[config.mk]
export PLATFORM = sky130hd
export DESIGN_NAME = ad_tp_mc_flat
export DESIGN_NICKNAME = d
export VERILOG_FILES = /design/src/rtl/ad_tp_mc_if.sv /design/src/rtl/ad_tp_mc.sv /design/src/flat_wrapper.sv
export SDC_FILE = /design/constraint.sdc
export NUM_CORES = 1
export LEC_CHECK = 0
export ABC_AREA = 0
export BUFFER_PORTS_ARGS = -buffer_cell sky130_fd_sc_hd__buf_2
export CELL_PAD_IN_SITES_DETAIL_PLACEMENT = 2
export CELL_PAD_IN_SITES_GLOBAL_PLACEMENT = 2
export CORE_MARGIN = 2
export CORE_UTILIZATION = 35
export CTS_CLUSTER_DIAMETER = 150
export CTS_CLUSTER_SIZE = 12
export DETAILED_ROUTE_END_ITERATION = 7
export PLACE_DENSITY_LB_ADDON = 0.1
export SLEW_MARGIN = 5
export SYNTH_ARGS = -nofsm -noshare
export SYNTH_HDL_FRONTEND = slang
export SYNTH_SLANG_ARGS = --single-unit
[constraint.sdc]
create_clock -name clk_sys -period 6.4 [get_ports clk_sys]
set_clock_uncertainty 0.2 [all_clocks]
set_input_delay 0.96 -clock clk_sys [delete_from_list [all_inputs] [get_ports clk_sys]]
set_output_delay 0.96 -clock clk_sys [all_outputs]
set_load 0.005 [all_outputs]
[src/rtl/ad_tp_mc_if.sv]
// Sample stream between the test-pattern generator and the AD channel packer.
// A word transfers on any rising edge where tp_vld & tp_rdy; while tp_vld is high and tp_rdy low, tp_data/tp_ch/tp_last stay stable.
interface ad_tp_mc_if #(
    parameter int DW = 24
);
    logic [DW-1:0] tp_data;
    logic [3:0]    tp_ch;
    logic          tp_vld;
    logic          tp_last;
    logic          tp_rdy;

    modport master (output tp_data, output tp_ch, output tp_vld, output tp_last, input tp_rdy);
    modport slave  (input tp_data, input tp_ch, input tp_vld, input tp_last, output tp_rdy);
endinterface

[src/rtl/ad_tp_mc.sv]
// Multi-channel ADC test-pattern generator: one frame of NCH words per programmed period,
// ramp / constant / toggle / PRBS patterns, bursts, overrun flag and live config reload.
module ad_tp_mc #(
    parameter int DW    = 24,
    parameter int NCH   = 4,
    parameter int STEPW = 8,
    parameter int PW    = 24
) (
    input  logic             clk_sys,
    input  logic             rst,
    input  logic             cfg_tp_en,
    input  logic [1:0]       cfg_tp_mode,
    input  logic [PW-1:0]    cfg_tp_period,
    input  logic [DW-1:0]    cfg_tp_base,
    input  logic [STEPW-1:0] cfg_tp_step,
    input  logic [STEPW-1:0] cfg_tp_ofs,
    input  logic [15:0]      cfg_tp_burst,
    ad_tp_mc_if.master       tp,
    output logic [15:0]      tp_frm_cnt,
    output logic             tp_ovf,
    output logic             tp_done,
    output logic [1:0]       dbg_state
);

    typedef enum logic [1:0] {
        S_IDLE = 2'd0,
        S_WAIT = 2'd1,
        S_SEND = 2'd2,
        S_DONE = 2'd3
    } state_t;

    localparam logic [1:0] M_RAMP   = 2'd0;
    localparam logic [1:0] M_TOGGLE = 2'd2;
    localparam logic [1:0] M_PRBS   = 2'd3;

    state_t state, state_nxt;

    logic [PW-1:0]    per_cnt, p_eff;
    logic [DW-1:0]    acc, word_raw, ofs_lat;
    logic [DW-1:0]    base_q;
    logic [1:0]       mode_q;
    logic [STEPW-1:0] step_q, ofs_q;
    logic [31:0]      lfsr, seed, lfsr_shift, start_lfsr;
    logic [3:0]       ch;
    logic [15:0]      frm_cnt_inc;
    logic             frm_idx, frm_inv, frm_prbs, pend;
    logic             tick, accept, last_word, chg, reload, enter;
    logic             start, ovf_set, done_set, cnt_inc;
    logic [DW-1:0]    start_acc, start_raw;
    logic             start_par, start_inv, start_prbs;

    // Datapath helpers; a pending reload (config changed mid-frame) applies at the next frame start.
    always_comb begin
        p_eff       = (cfg_tp_period == '0) ? PW'(1) : cfg_tp_period;
        tick        = (per_cnt >= p_eff - PW'(1));
        accept      = (state == S_SEND) && tp.tp_rdy;
        last_word   = (ch == 4'(NCH - 1));
        frm_cnt_inc = tp_frm_cnt + 16'd1;
        chg         = cfg_tp_en && ((cfg_tp_mode != mode_q) || (cfg_tp_base != base_q) ||
                                    (cfg_tp_step != step_q) || (cfg_tp_ofs != ofs_q));
        reload      = pend | chg;
        seed        = (32'(cfg_tp_base) == 32'h0) ? 32'h1 : 32'(cfg_tp_base);
        lfsr_shift  = {lfsr[30:0], lfsr[31] ^ lfsr[21] ^ lfsr[1] ^ lfsr[0]};
        start_acc   = reload ? cfg_tp_base : acc;
        start_par   = reload ? 1'b0 : frm_idx;
        start_lfsr  = reload ? seed : (accept ? lfsr_shift : lfsr);
        start_raw   = (cfg_tp_mode == M_RAMP) ? start_acc : cfg_tp_base;
        start_inv   = (cfg_tp_mode == M_TOGGLE) && start_par;
        start_prbs  = (cfg_tp_mode == M_PRBS);
    end

    always_comb begin
        state_nxt = state;
        enter     = 1'b0;
        start     = 1'b0;
        ovf_set   = 1'b0;
        done_set  = 1'b0;
        cnt_inc   = 1'b0;
        if (!cfg_tp_en) begin
            state_nxt = S_IDLE;
        end else begin
            case (state)
                S_IDLE: begin
                    state_nxt = S_WAIT;
                    enter     = 1'b1;
                end
                S_WAIT: begin
                    if (tick) begin
                        state_nxt = S_SEND;
                        start     = 1'b1;
                    end
                end
                S_SEND: begin
                    if (accept && last_word) begin
                        cnt_inc = 1'b1;
                        if ((cfg_tp_burst != 16'd0) && (frm_cnt_inc == cfg_tp_burst)) begin
                            state_nxt = S_DONE;
                            done_set  = 1'b1;
                        end else if (tick) begin
                            start = 1'b1;
                        end else begin
                            state_nxt = S_WAIT;
                        end
                    end else if (tick) begin
                        ovf_set = 1'b1;
                    end
                end
                default: state_nxt = S_DONE;
            endcase
        end
    end

    always_ff @(posedge clk_sys) begin
        if (rst) state <= S_IDLE;
        else     state <= state_nxt;
    end

    always_ff @(posedge clk_sys) begin
        if (rst) begin
            per_cnt    <= '0;
            acc        <= '0;
            word_raw   <= '0;
            ofs_lat    <= '0;
            base_q     <= '0;
            mode_q     <= '0;
            step_q     <= '0;
            ofs_q      <= '0;
            lfsr       <= 32'h1;
            ch         <= '0;
            frm_idx    <= 1'b0;
            frm_inv    <= 1'b0;
            frm_prbs   <= 1'b0;
            pend       <= 1'b0;
            tp_frm_cnt <= '0;
            tp_ovf     <= 1'b0;
            tp_done    <= 1'b0;
        end else begin
            mode_q <= cfg_tp_mode;
            base_q <= cfg_tp_base;
            step_q <= cfg_tp_step;
            ofs_q  <= cfg_tp_ofs;

            if (enter) begin
                per_cnt    <= '0;
                acc        <= cfg_tp_base;
                frm_idx    <= 1'b0;
                lfsr       <= seed;
                pend       <= 1'b0;
                tp_frm_cnt <= '0;
                tp_ovf     <= 1'b0;
                tp_done    <= 1'b0;
            end else begin
                if (cfg_tp_en && (state != S_IDLE))
                    per_cnt <= tick ? '0 : per_cnt + PW'(1);
                pend <= start ? 1'b0 : (pend | chg);
                if (cnt_inc)  tp_frm_cnt <= frm_cnt_inc;
                if (ovf_set)  tp_ovf     <= 1'b1;
                if (done_set) tp_done    <= 1'b1;

                if (start) begin
                    acc      <= start_acc + DW'(cfg_tp_step);
                    frm_idx  <= ~start_par;
                    lfsr     <= start_lfsr;
                    ch       <= '0;
                    word_raw <= start_raw;
                    ofs_lat  <= DW'(cfg_tp_ofs);
                    frm_inv  <= start_inv;
                    frm_prbs <= start_prbs;
                end else if (accept) begin
                    lfsr <= lfsr_shift;
                    if (!last_word) begin
                        ch       <= ch + 4'd1;
                        word_raw <= word_raw + ofs_lat;
                    end
                end
            end
        end
    end

    assign tp.tp_vld   = (state == S_SEND);
    assign tp.tp_ch    = ch;
    assign tp.tp_last  = (state == S_SEND) && last_word;
    assign tp.tp_data  = frm_prbs ? lfsr[DW-1:0] : (frm_inv ? ~word_raw : word_raw);
    assign dbg_state   = state;

endmodule
[src/flat_wrapper.sv]
// flat-port wrapper written by rule: the top's interface ports become plain ports
module ad_tp_mc_flat 
#(
    parameter int DW    = 24,
    parameter int NCH   = 4,
    parameter int STEPW = 8,
    parameter int PW    = 24
)
  (clk_sys, rst, cfg_tp_en, cfg_tp_mode, cfg_tp_period, cfg_tp_base, cfg_tp_step, cfg_tp_ofs, cfg_tp_burst, tp_frm_cnt, tp_ovf, tp_done, dbg_state, tp_tp_data, tp_tp_ch, tp_tp_vld, tp_tp_last, tp_tp_rdy);
  ad_tp_mc_if #(.DW(DW)) tp_i ();
  input  logic clk_sys;
  input  logic rst;
  input  logic cfg_tp_en;
  input  logic [1:0] cfg_tp_mode;
  input  logic [PW-1:0] cfg_tp_period;
  input  logic [DW-1:0] cfg_tp_base;
  input  logic [STEPW-1:0] cfg_tp_step;
  input  logic [STEPW-1:0] cfg_tp_ofs;
  input  logic [15:0] cfg_tp_burst;
  output logic [15:0] tp_frm_cnt;
  output logic tp_ovf;
  output logic tp_done;
  output logic [1:0] dbg_state;
  output wire logic [$bits(tp_i.tp_data)-1:0] tp_tp_data;
  output wire logic [$bits(tp_i.tp_ch)-1:0] tp_tp_ch;
  output wire logic [$bits(tp_i.tp_vld)-1:0] tp_tp_vld;
  output wire logic [$bits(tp_i.tp_last)-1:0] tp_tp_last;
  input wire logic [$bits(tp_i.tp_rdy)-1:0] tp_tp_rdy;
  assign tp_tp_data = tp_i.tp_data;
  assign tp_tp_ch = tp_i.tp_ch;
  assign tp_tp_vld = tp_i.tp_vld;
  assign tp_tp_last = tp_i.tp_last;
  assign tp_i.tp_rdy = tp_tp_rdy;
  ad_tp_mc #(.DW(DW), .NCH(NCH), .STEPW(STEPW), .PW(PW)) u_core (.clk_sys(clk_sys), .rst(rst), .cfg_tp_en(cfg_tp_en), .cfg_tp_mode(cfg_tp_mode), .cfg_tp_period(cfg_tp_period), .cfg_tp_base(cfg_tp_base), .cfg_tp_step(cfg_tp_step), .cfg_tp_ofs(cfg_tp_ofs), .cfg_tp_burst(cfg_tp_burst), .tp(tp_i), .tp_frm_cnt(tp_frm_cnt), .tp_ovf(tp_ovf), .tp_done(tp_done), .dbg_state(dbg_state));
endmodule
==> results of run 1 <==
[cell type report]
type	instances	area, µm²
inverters	26	97.6
clock inverters	14	156
multi-input cells	1211	7780
fillers	3906	20000
flip-flops and latches	182	3640
diodes	1	2.50
clock buffers	18	439
repair buffers	162	893
well taps	448	561
[tightest hold or removal path, stage by stage (launching register included)]
cell and delay, ps:
dfxtp_1 310, nand2_1 50, a21oi_1 50
[logic make-up after synthesis]
| logic type | after synthesis | synth area share |
|---|---|---|
| AOI/OAI and AO/OA | 352 | 0.189 |
| xor gates and xnor gates | 159 | 0.117 |
| adders and majority gates | 51 | 0.0549 |
| buffers and inverters | 126 | 0.0429 |
| DFF | 182 | 0.306 |
| muxes | 54 | 0.0472 |
| and+or+nand+nor | 595 | 0.243 |
[cells in the final DEF (no fill, tap or decap), types with 7 or more instances in the layout]
cell	Yosys	routed
dfxtp_1	182	182
nand2_1	178	178
buf_2	18	134
nor2_1	129	129
o21ai_0	103	103
xor2_1	87	87
a21oi_1	85	85
xnor2_1	72	72
nor3_1	53	53
nor2b_1	49	49
ha_1	49	49
nand3_1	45	45
mux2i_1	37	37
nor4_1	33	33
nand4_1	30	30
a21o_1	28	28
buf_4	2	27
inv_1	26	26
a31oi_1	24	24
mux2_2	17	17
clkbuf_16	0	17
or3_1	16	16
and3_1	15	15
o211ai_1	15	15
o22a_1	14	14
a211oi_1	13	13
or4_1	10	10
and2_1	10	9
o21a_1	7	7
and4_1	7	7
[state kept, by name (all words and copies together) (netlist names)]
register	cells
u_core.mode_q	2
u_core.acc	24
u_core.frm_inv	1
u_core.step_q	8
u_core.tp_frm_cnt	16
u_core.lfsr	32
u_core.base_q	24
u_core.ofs_lat	8
u_core.ofs_q	8
u_core.tp_done	1
u_core.per_cnt	24
u_core.tp.tp_ch	4
u_core.tp_ovf	1
u_core.frm_idx	1
u_core.dbg_state	2
u_core.frm_prbs	1
u_core.word_raw	24
u_core.pend	1
[metrics by stage]
stage	hold WS [ps]	instances
2_1_floorplan	232	1519
5_1_grt	278	2061
3_3_place_gp	239	2029
6_report	250	2062
4_1_cts	257	2061
3_5_place_dp	246	2029
[report_power, final]
group | internal, mW | switching [mW]
sequential | 1.18 | 0.0438
combinational | 0.162 | 0.278
clock | 0.567 | 0.544
total | 1.91 | 0.866
[layer usage]
| layer | track usage | wire (µm) | vias up |
|---|---|---|---|
| li1 | - | - | 5554 |
| met1 | 0.368 | 22700 | 5874 |
| met2 | 0.394 | 19700 | 179 |
| met3 | 0.0341 | 1560 | 32 |
| met4 | 0.0544 | 595 | 0 |
| met5 | 0 | 0 | - |
[worst min path at each step]
stage                     cells past startpoint                        from                          to  slack [ps]
final                                         2  u_core.lfsr[26]$_SDFF_PP0_  u_core.lfsr[27]$_SDFF_PP0_         250
after CTS                                     2  u_core.lfsr[26]$_SDFF_PP0_  u_core.lfsr[27]$_SDFF_PP0_         260
after global routing                          2  u_core.lfsr[26]$_SDFF_PP0_  u_core.lfsr[27]$_SDFF_PP0_         280
after detailed placement                      2  u_core.lfsr[29]$_SDFF_PP0_  u_core.lfsr[30]$_SDFF_PP0_         250
after global placement                        2  u_core.lfsr[28]$_SDFF_PP0_  u_core.lfsr[29]$_SDFF_PP0_         240
after floorplan                               2  u_core.lfsr[24]$_SDFF_PP0_  u_core.lfsr[25]$_SDFF_PP0_         230
==> out/summary.txt, run 1 <==
SYNTH
----------------------------------------------------------------------------------------
Avg Inst Size Synth .......................................................     7.84 µm²
Most numerous cell in the Yosys netlist ...................................      dfxtp_1
Count of yosys warnings during synthesis ..................................            0
Largest cells by area after synthesis ..................................... dfxtp_1, xor2_1, nand2_1
Share of the yosys chip area belonging to registers .......................        0.306
Top cell type's share of synthesized area .................................        0.306
Commonest cells in the synthesized netlist ................................ dfxtp_1, nand2_1, nor2_1
Post-Synthesis Cells ......................................................         1519
Post-synthesis instance area ..............................................    11900 µm²
Most instantiated flip-flop cell in the synthesis netlist .................      dfxtp_1
Post-synthesis sequential element count ...................................          182
Count of flip-flops with a built-in enable after synthesis ................            0
Distinct cell type count after synthesis ..................................           73
Synthesized net count .....................................................         1656
Library cell with the largest summed area after synthesis .................      dfxtp_1
FFs w/ async S/R, synth ...................................................            0

CLOCKING
----------------------------------------------------------------------------------------
Setup Buffers After CTS ...................................................            0
Resized Gates After CTS ...................................................            0
Buffer cell driving the clock tree root ...................................    clkbuf_16
TritonCTS clock tree ......................................................          yes
Number of clock sinks .....................................................          182
Later-pin clock latency in the skew report ................................       450 ps
Total of hold buffers inserted after clock tree synthesis .................            0
Inserted Clock Buffers ....................................................           17
Maximum count of clock buffers along a single path ........................            2
Clock slew seen by the registers of the worst setup and hold paths ........        80 ps
H-Tree Depth ..............................................................            4

FLOORPLANNING
----------------------------------------------------------------------------------------
Effective utilization at floorplan ........................................        0.355
Placement Rows ............................................................           67
Top-level port count ......................................................          136
Width of the chip .........................................................       188 µm
Die area ..................................................................    35500 µm²
Area of the core region ...................................................    33500 µm²
Y dimension of the die ....................................................       188 µm

SETUP PATH
----------------------------------------------------------------------------------------
Worst R2R Start ........................................................... u_core.base_q[22]$_SDFF_PP0_
Number of cell instances on the worst register-to-register path ...........           15
Critical path origin ...................................................... cfg_tp_period[11]
Critical Path Stages ......................................................           20
Crit path arrival time ....................................................      5710 ps
Crit path buf inv count ...................................................            2
Stage delay of the slowest cell on the critical path ......................       590 ps
Destination of the critical timing path ................................... u_core.word_raw[12]$_SDFFE_PP0P_
Critical setup path kind .................................................. input port to flip-flop
Critical path, cell by cell ............................................... buf_2 -> or4_1 -> nor3_1 -> a31oi_1 -> ha_1 -> nand3_1 -> or3_1 -> nor3_1 -> xnor2_1 -> ha_1 -> a21oi_1 -> a21boi_0 -> a2111oi_0 -> o21ai_0 -> o2bb2ai_1 -> o311a_4 -> buf_4 -> nor4_1 -> o21ai_1 -> a21oi_1
CP Max Fanout .............................................................           33
Category of the worst setup path launch point .............................   input port
Reg-to-reg setup timing slack .............................................      1310 ps
Largest delay share family, worst path .................................... compound AO/OA/AOI/OAI gates
Slowest cell on the critical path .........................................        or4_1
Type of destination of the critical path ..................................    flip-flop
Capturing point of the worst reg2reg path ................................. u_core.acc[19]$_SDFFE_PP0P_
Data required time of the critical path ...................................      6580 ps

TIMING
----------------------------------------------------------------------------------------
Least-Margin Pin Slew .....................................................      1000 ps
Post-layout minimum cycle time ............................................      5540 ps
Maximum clock rate ........................................................    0.181 GHz
Portion of the clock cycle consumed by the worst path in the final layout .        0.865
TNS Setup .................................................................         0 ps
Max_slew headroom .........................................................        0.330
Final hold violation count ................................................            0
Final count of negative-setup-slack endpoints .............................            0
Setup slack of the critical path after layout .............................       863 ps
Setup repair after global routing missed its margin .......................           no
Fin. max-slew vios ........................................................            0

FINISH
----------------------------------------------------------------------------------------
Post-layout nets ..........................................................         1737
Ratio of cells with drive above 1 in the final layout .....................        0.144
Area Growth Syn to Fin ....................................................        14.0%
Final standard cell utilization of the core ...............................        0.405
Layout Cell Area excl Fill ................................................    13600 µm²

PWR
----------------------------------------------------------------------------------------
Leakage power total .......................................................      5.29 nW
Final Total Pwr ...........................................................      2.77 mW
Total power density per cell area .........................................   204 nW/µm²
Maximum vdd ir drop .......................................................     0.188 mV

ROUTING
----------------------------------------------------------------------------------------
Number of nets with antenna violations after detailed routing .............            0
Total wire length after detailed routing ..................................     44600 µm
Detailed-route vias per instance ..........................................         5.64
DR vias ...................................................................        11600
Number of remaining DRC errors ............................................            0
Number of violations reported at the end of detailed-routing iteration 0 ..          531
Final routed wire length divided by cell count ............................      21.6 µm
First-pass detailed-route iteration total .................................            5

GRT
----------------------------------------------------------------------------------------
Overall routing resource usage ............................................        0.252
Wire length of the first global-routing pass ..............................     70600 µm
Largest net degree at the start of global routing .........................           72
Number of antenna violations at the first check in global routing .........            0
Via count of the first global-routing pass ................................        12100
Total gr overflow .........................................................            0

WORST HOLD PATH
----------------------------------------------------------------------------------------
Worst hold-check path type ................................................ flip-flop to flip-flop

PLACEMENT
----------------------------------------------------------------------------------------
Count of port buffers added during placement ..............................          135
DP HPWL ...................................................................     33500 µm
Post-place setup slack ....................................................       380 ps
Post-place instance area ..................................................    13000 µm²
Final RePlAce weighted congestion .........................................        0.787

FLOW RUN
----------------------------------------------------------------------------------------
Count of max-cap constraint violations ....................................            0

OUTCOME
----------------------------------------------------------------------------------------
Run status ................................................................ finished clean

Power figures use the tool's default switching activity.
==> inputs of run 2 (changes only) <==
- ABC_AREA: 0 -> 1
- CORE_UTILIZATION: 35 -> 33
==> out/summary.txt, run 2 <==
ROUTING
----------------------------------------------------------------------------------------
Number of remaining DRC errors ............................................            0
Final routed wire length divided by cell count ............................      20.1 µm
First-pass detailed-route iteration total .................................            5
Total wire length after detailed routing ..................................     48900 µm
DR vias ...................................................................        12600
Number of violations reported at the end of detailed-routing iteration 0 ..          514
Detailed-route vias per instance ..........................................         5.19
Number of nets with antenna violations after detailed routing .............            0

TIMING
----------------------------------------------------------------------------------------
Post-layout minimum cycle time ............................................      5560 ps
Maximum clock rate ........................................................    0.180 GHz
Portion of the clock cycle consumed by the worst path in the final layout .        0.869
Fin. max-slew vios ........................................................            0
Hold WS ...................................................................       269 ps
Max_slew headroom .........................................................        0.304
TNS Setup .................................................................         0 ps
Setup repair after global routing missed its margin .......................           no
Final hold violation count ................................................            0
Least-Margin Pin Slew .....................................................      1040 ps
Final count of negative-setup-slack endpoints .............................            0

PWR
----------------------------------------------------------------------------------------
Total power density per cell area .........................................   207 nW/µm²
Final Total Pwr ...........................................................      2.86 mW
Maximum vdd ir drop .......................................................     0.207 mV
Leakage power total .......................................................      6.24 nW

CLOCKING
----------------------------------------------------------------------------------------
Clock slew seen by the registers of the worst setup and hold paths ........        70 ps
Resized Gates After CTS ...................................................            0
Buffer cell driving the clock tree root ...................................    clkbuf_16
Number of clock sinks .....................................................          182
Later-pin clock latency in the skew report ................................       470 ps
Maximum count of clock buffers along a single path ........................            2
TritonCTS clock tree ......................................................          yes
H-Tree Depth ..............................................................            4
Total of hold buffers inserted after clock tree synthesis .................            0
Setup Buffers After CTS ...................................................            0
Inserted Clock Buffers ....................................................           17

PLACEMENT
----------------------------------------------------------------------------------------
DP HPWL ...................................................................     37700 µm
Post-place instance area ..................................................    13200 µm²
Final RePlAce weighted congestion .........................................        0.870
Count of port buffers added during placement ..............................          135

SYNTH
----------------------------------------------------------------------------------------
Largest cells by area after synthesis ..................................... dfxtp_1, nand2_1, nor2_1
Library cell with the largest summed area after synthesis .................      dfxtp_1
Post-Synthesis Cells ......................................................         1848
Share of the yosys chip area belonging to registers .......................        0.301
Post-synthesis instance area ..............................................    12100 µm²
Distinct cell type count after synthesis ..................................           57
Count of flip-flops with a built-in enable after synthesis ................            0
Avg Inst Size Synth .......................................................     6.54 µm²
FFs w/ async S/R, synth ...................................................            0
Top cell type's share of synthesized area .................................        0.301
Synthesized net count .....................................................         1985
Most instantiated flip-flop cell in the synthesis netlist .................      dfxtp_1
Count of yosys warnings during synthesis ..................................            0
Commonest cells in the synthesized netlist ................................ nand2_1, nor2_1, dfxtp_1
Post-synthesis sequential element count ...................................          182
Most numerous cell in the Yosys netlist ...................................      nand2_1

FLOW RUN
----------------------------------------------------------------------------------------
Count of max-cap constraint violations ....................................            0

FINISH
----------------------------------------------------------------------------------------
Filler cell count in the final layout .....................................         4498
Number of flip-flops under the largest register name ......................           32
Most flop-heavy register ..................................................  u_core.lfsr
Ratio of cells with drive above 1 in the final layout .....................        0.119
Layout Cell Area excl Fill ................................................    13800 µm²
Antenna diode instance count ..............................................            0
Final standard cell utilization of the core ...............................        0.380
Post-layout nets ..........................................................         2089
Area Growth Syn to Fin ....................................................        14.1%
Leading cell types in the layout, fill and taps excluded .................. nand2_1, nor2_1, dfxtp_1
Commonest non-fill, non-tap cell in the layout ............................      nand2_1

FLOORPLANNING
----------------------------------------------------------------------------------------
Die area ..................................................................    38200 µm²
Effective utilization at floorplan ........................................        0.333
Top-level port count ......................................................          136
Area of the core region ...................................................    36300 µm²
Placement Rows ............................................................           70
Width of the chip .........................................................       195 µm
Y dimension of the die ....................................................       195 µm

SETUP PATH
----------------------------------------------------------------------------------------
Largest delay share family, worst path .................................... simple AND/OR/NAND/NOR gates
Category of the worst setup path launch point .............................   input port
Reg-to-reg setup timing slack .............................................      1530 ps
Stage delay of the slowest cell on the critical path ......................       370 ps
Slowest cell on the critical path .........................................       nor3_1
Crit path buf inv count ...................................................            6
Data required time of the critical path ...................................      6580 ps
CP Max Fanout .............................................................           15
Type of destination of the critical path ..................................    flip-flop
Critical setup path kind .................................................. input port to flip-flop
Crit path arrival time ....................................................      5740 ps

GRT
----------------------------------------------------------------------------------------
Total gr overflow .........................................................            0
Overall routing resource usage ............................................        0.261
Number of antenna violations at the first check in global routing .........            0
Wire length of the first global-routing pass ..............................     77100 µm
Via count of the first global-routing pass ................................        13500
Largest net degree at the start of global routing .........................           48

WORST HOLD PATH
----------------------------------------------------------------------------------------
Worst hold-check path type ................................................ flip-flop to flip-flop

OUTCOME
----------------------------------------------------------------------------------------
Run status ................................................................ finished clean

run 2: cell types whose count changed in the layout (fill, tap and decap cells not counted), moves of 37 or more:
cell / previous run / this run
inv_1: 26 / 180
nor2b_1: 49 / 0
xor2_1: 87 / 50
nand2_1: 178 / 494
nand3_1: 45 / 101
nor2_1: 129 / 239
run 2: per-stage QoR:
step	std cells	setup slack (ps)
after floorplan	1848	1720
after global routing	2432	348
after detailed placement	2401	319
after CTS	2432	778
final	2432	839
after global placement	2401	563
run 2: layout make-up:
type | count | area [µm²] | share of cell area
multi-input cells | 1402 | 7360 | 0.534
flip-flops and latches | 182 | 3640 | 0.264
repair buffers | 155 | 841 | 0.0610
inverters | 194 | 731 | 0.0530
well taps | 468 | 586 | 0.0424
clock buffers | 20 | 457 | 0.0331
clock inverters | 11 | 173 | 0.0125
run 2: metal layers:
layer | track usage | vias to the layer above | wire (µm) | share of wire
met4 | 0.0749 | 0 | 1040 | 0.021
met1 | 0.324 | 6259 | 22000 | 0.45
li1 | - | 6151 | - | -
met2 | 0.477 | 159 | 24900 | 0.51
met5 | 0 | - | 0 | 0
met3 | 0.0250 | 41 | 1000 | 0.021
run 2: final timing paths:
path / start / end / depth (start not counted)
setup / recovery: cfg_tp_period[10] / u_core.acc[2]$_SDFFE_PP0P_ / 27
hold / removal: u_core.acc[8]$_SDFFE_PP0P_ / u_core.acc[8]$_SDFFE_PP0P_ / 2
setup reg to reg: u_core.ofs_q[6]$_SDFF_PP0_ / u_core.acc[16]$_SDFFE_PP0P_ / 28
hold reg to reg: u_core.acc[8]$_SDFFE_PP0P_ / u_core.acc[8]$_SDFFE_PP0P_ / 2
run 2: worst reg2reg max path: cells and delay by family (launching register included):
| family | cells | cell delay [ps] |
|---|---|---|
| AOI/OAI and AO/OA | 5 | 880 |
| adders and majority gates | 2 | 590 |
| buffers and inverters | 4 | 600 |
| DFF | 1 | 330 |
| and+or+nand+nor | 17 | 2150 |
run 2: report_power, final:
group / internal (mW) / switching, mW
logic: 0.153 / 0.317
clock network: 0.675 / 0.499
registers: 1.18 / 0.0364
total: 2.01 / 0.852
run 2: logic make-up after synthesis:
| group | count (synthesis) | share of synthesized area |
|---|---|---|
| and+or+nand+nor | 936 | 0.326 |
| AOI/OAI and AO/OA | 280 | 0.130 |
| buffers and inverters | 264 | 0.0896 |
| DFF | 182 | 0.301 |
| xor gates and xnor gates | 132 | 0.0962 |
| adders and majority gates | 51 | 0.0540 |
| muxes | 3 | 0.00248 |
